File: src/rtl/round_timer_ctrl.sv
// Quiz round countdown timer with BCD seconds display and pause/abort control.
// Optional build macro ROUND_TIMER_BONUS_EN adds BONUS_ONES seconds per correct answer.
module round_timer_ctrl #(
    parameter int unsigned PRESET_TENS = 3,
    parameter int unsigned PRESET_ONES = 0,
    parameter int unsigned BONUS_ONES  = 5
) (
    input  logic       clk,
    input  logic       reset,
    input  logic       one_sec_in,
    input  logic       start,
    input  logic       pause,
    input  logic       abort,
    input  logic       correct,
    output logic [3:0] secs_tens,
    output logic [3:0] secs_ones,
    output logic       count_enable,
    output logic       timeout,
    output logic [1:0] state_out
);

    typedef enum logic [1:0] {
        IDLE    = 2'b00,
        RUN     = 2'b01,
        PAUSE   = 2'b10,
        EXPIRED = 2'b11
    } state_t;

    localparam logic [3:0] P_T = 4'(PRESET_TENS);
    localparam logic [3:0] P_O = 4'(PRESET_ONES);

    state_t     state, state_n;
    logic [3:0] t_n, o_n;
    logic [3:0] dec_t, dec_o;
    logic [3:0] rt, ro;
    logic       to_n;

    // BCD add of the bonus with carry into tens, clamped at 99
    function automatic logic [7:0] add_bonus(input logic [3:0] t, input logic [3:0] o);
        logic [4:0] s;
        logic [4:0] tt;
        s  = {1'b0, o} + 5'(BONUS_ONES);
        tt = {1'b0, t};
        if (s > 5'd9) begin
            s  = s - 5'd10;
            tt = tt + 5'd1;
        end
        if (tt > 5'd9) return 8'h99;
        return {tt[3:0], s[3:0]};
    endfunction

    always_comb begin
        dec_t = secs_tens;
        dec_o = secs_ones;
        if (one_sec_in) begin
            if (secs_ones != 4'd0) begin
                dec_o = secs_ones - 4'd1;
            end else if (secs_tens != 4'd0) begin
                dec_o = 4'd9;
                dec_t = secs_tens - 4'd1;
            end
        end
    end

    always_comb begin
        state_n = state;
        t_n     = secs_tens;
        o_n     = secs_ones;
        to_n    = 1'b0;
        rt      = secs_tens;
        ro      = secs_ones;
        if (abort) begin
            state_n = IDLE;
            t_n     = P_T;
            o_n     = P_O;
        end else begin
            unique case (state)
                IDLE: begin
                    t_n = P_T;
                    o_n = P_O;
                    if (start) state_n = RUN;
                end
                RUN: begin
                    rt = dec_t;
                    ro = dec_o;
`ifdef ROUND_TIMER_BONUS_EN
                    if (correct) {rt, ro} = add_bonus(rt, ro);
`endif
                    t_n = rt;
                    o_n = ro;
                    if (one_sec_in && rt == 4'd0 && ro == 4'd0) begin
                        state_n = EXPIRED;
                        to_n    = 1'b1;
                    end else if (pause) begin
                        state_n = PAUSE;
                    end
                end
                PAUSE: begin
`ifdef ROUND_TIMER_BONUS_EN
                    if (correct) {rt, ro} = add_bonus(rt, ro);
`endif
                    t_n = rt;
                    o_n = ro;
                    if (!pause) state_n = RUN;
                end
                EXPIRED: begin
                    t_n = 4'd0;
                    o_n = 4'd0;
                    if (start) begin
                        state_n = RUN;
                        t_n     = P_T;
                        o_n     = P_O;
                    end
                end
                default: state_n = IDLE;
            endcase
        end
    end

`ifndef ROUND_TIMER_BONUS_EN
    logic unused_correct;
    logic [7:0] unused_bonus;
    assign unused_correct = correct;
    assign unused_bonus   = add_bonus(4'd0, 4'd0);
`endif

    always_ff @(posedge clk or negedge reset) begin
        if (!reset) begin
            state        <= IDLE;
            secs_tens    <= P_T;
            secs_ones    <= P_O;
            timeout      <= 1'b0;
            count_enable <= 1'b0;
        end else begin
            state        <= state_n;
            secs_tens    <= t_n;
            secs_ones    <= o_n;
            timeout      <= to_n;
            count_enable <= (state_n == RUN);
        end
    end

    assign state_out = state;

endmodule

File: config.mk
export PLATFORM = sky130hd
export DESIGN_NAME = round_timer_ctrl
export DESIGN_NICKNAME = d
export VERILOG_FILES = /design/src/rtl/round_timer_ctrl.sv
export SDC_FILE = /design/constraint.sdc
export NUM_CORES = 1
export LEC_CHECK = 0
export CORE_MARGIN = 2
export CORE_UTILIZATION = 55
export DETAILED_ROUTE_END_ITERATION = 7
export PLACE_DENSITY = 0.82
export SYNTH_ARGS = -nofsm -noshare
export SYNTH_HDL_FRONTEND = slang
export SYNTH_SLANG_ARGS = --single-unit
File: constraint.sdc
create_clock -name clk -period 4.1 [get_ports clk]
set_input_delay 0.615 -clock clk [delete_from_list [all_inputs] [get_ports clk]]
set_output_delay 0.615 -clock clk [all_outputs]
set_load 0.02 [all_outputs]
==> out/results.txt <==
Data arrival, critical path - 2.97 ns
#FFs+latches synth - 12
FILL cells - 140
Vias/cell - 6.46
gpl congestion - 0.864
Reg clk slew, reported paths - 0.08 ns
Ports - 19
most common cell after layout, fill and taps aside - clkdlybuf4s50_1
status - finished, final reports clean
clock skew - 0.00480 ns
Slew Limit Fails - 0
grt total ovfl - 0
CTS Root Cell - clkbuf_4
Cells after DPL - 157
Place WS - 1.11 ns
# setup viols final - 0
clock sinks - 12
Post-Syn Area - 1030 um2
Critical Path Source Type - register
max_slew headroom - 61.4%
syn avg cell area - 8.30 um2
post-DP HPWL - 1780 um
crit path time final - 2.79 ns
CTS resizes - 0
slowest stage delay, CP - 0.56 ns
Layout area overhead - 16.8%
PortBufs - 17
Tot GR Track Use - 26.1%
initial core utilization - 59.0%
Final Hold Viols - 0
average wire per cell in the routed design - 15.4 um
syn nets - 136
Static Leak - 0.000482 uW
Fmax - 359 MHz
CP Capture Type - register
Non-Filler Instances - 161
Synth async-reset ratio - 100%
Syn Inst Count - 124
setup tns final - 0 ns
kind of critical path - register to register
Skew-Pair Late Insertion Delay - 0.29 ns
Num CTS Buffers - 3
antenna violations before repair - 0
hold-fix buffers at CTS - 0
die area - 2230 um2
CTS tree - done
Worst Path Required - 4.28 ns
Core Area - 1750 um2
Slew @ Worst Pin - 0.577 ns
final wirelength - 2470 um
row cnt - 15
Max Buffers Root-to-Sink - 2
critical path peak fanout - 11
Final period util - 67.9%
most frequent cells in the layout - clkdlybuf4s50_1, a21oi_1, dfrtp_1
ys flop type - dfrtp_1
proportion of layout cells with a drive suffix above 1 - 12.5%
maximum vdd ir drop - 0.000291 V
Min-Delay Path Class - register to register
H-tree levels - 1
Ant. Diodes - 0
Routed Antenna Nets - 0
Pwr Density - 449 nW/um2
worst setup margin - 1.31 ns
Via Count - 1040
max_cap viols - 0
first-pass GRT wire length - 4080 um
RSZ-0062 raised after global routing - false
largest net degree at the start of global routing - 16
chip width - 47.3 um
iteration-0 DRC count of the detailed router - 36
die height - 47.3 um
synth unique cells - 49
TritonRoute pass-1 iters - 4
register area share after synthesis - 29.4%
worst path cell trace - inv_1, ha_1, or3b_1, o21ai_1, a311oi_1, or4_4, a221oi_1
EDFF count, synth - 0
vias in the first global route - 946
critical-path cell with the highest stage delay - or4_4
DRC viols - 0
post-CTS repair timing setup buffer count - 0
fin nets - 149
Yosys warning count - 0
-- area by class of cell --
type	instances	area, um2	share of cell area (%)
clock buffer	4	36.3	3.02
timing repair buffer	17	170	14.2
inverter	9	33.8	2.81
tap	25	31.3	2.60
multi-input combinational	94	628	52.2
sequential	12	303	25.2
-- report_power, final --
group	leakage [uW]	switching, uW	internal [uW]	total (uW)
registers	0.000158	28.3	141	170
logic	0.000303	158	113	271
clock network	0.0000210	45.2	54.1	99.4
-- registers in the layout (all words and copies together), names as in the netlist --
signal,cells
secs_ones,4
state_out,2
count_enable,1
secs_tens,4
timeout,1
-- per-stage QoR --
step                      total power [uW]  cell area, um2  util, %  hold WS [ns]
after floorplan                        353            1030        -         0.319
after global placement                 425            1170     66.8         0.543
after detailed placement               436            1170     66.8         0.554
after CTS                              537            1200     68.9         0.566
after global routing                   576            1200     68.9         0.608
final                                  540            1200     68.9         0.555
-- worst paths after layout --
| check | endpoint | depth (start not counted) | slack, ns | from |
|---|---|---|---|---|
| max | count_enable | 7 | 1.31 | secs_ones[0] |
| min | secs_tens[1] | 2 | 0.56 | secs_tens[1] |
| max reg2reg | count_enable | 7 | 1.31 | secs_ones[0] |
| min reg2reg | secs_tens[1] | 2 | 0.56 | secs_tens[1] |
| max in group asynchronous | secs_tens[1] | 1 | 3.03 | reset |
| min in group asynchronous | secs_ones[2] | 1 | 0.69 | reset |
-- cells by family after synthesis --
group | after synthesis | synth area share (%)
adder cells (fa/ha/maj) | 5 | 6.08
AND/OR/NAND/NOR | 47 | 29.4
flip-flops | 12 | 29.4
buffers and inverters | 18 | 9.60
AO/OA/AOI/OAI | 42 | 25.5
-- critical path, delay by kind of cell (launching register included) --
family	cells	cell delay (ns)
buf+inv	1	0.13
compound gates	3	0.67
flops	1	0.45
fa+ha+maj	1	0.36
simple gates	2	1.07
-- per-layer routing --
layer	track usage, %	vias to the layer above	share of wire [%]
met5	0	-	0
met4	11.7	0	2.9
met3	5.00	11	4.7
met2	42.2	43	48
met1	33.7	495	44
li1	-	491	-
-- synthesized netlist by cell type (2+ instances only) --
library cell,number,area (um2)
o21bai_1,2,15.0
nand2b_1,3,18.8
a31oi_1,2,12.5
dfstp_2,2,52.6
nor3_1,3,15.0
a311oi_1,2,17.5
nor4b_1,2,17.5
nand2_1,6,22.5
clkbuf_1,2,7.51
nor4_1,3,18.8
nor2b_1,2,12.5
inv_1,9,33.8
buf_2,2,10.0
or3b_1,2,17.5
nor2_1,8,30.0
a211oi_1,2,15.0
nand4bb_1,2,22.5
o21ai_0,9,45.0
nand3_1,4,20.0
a21oi_1,14,70.1
ha_1,5,62.6
buf_6,2,22.5
dfrtp_1,10,250
Note: power is estimated with default switching activity, not from simulation.
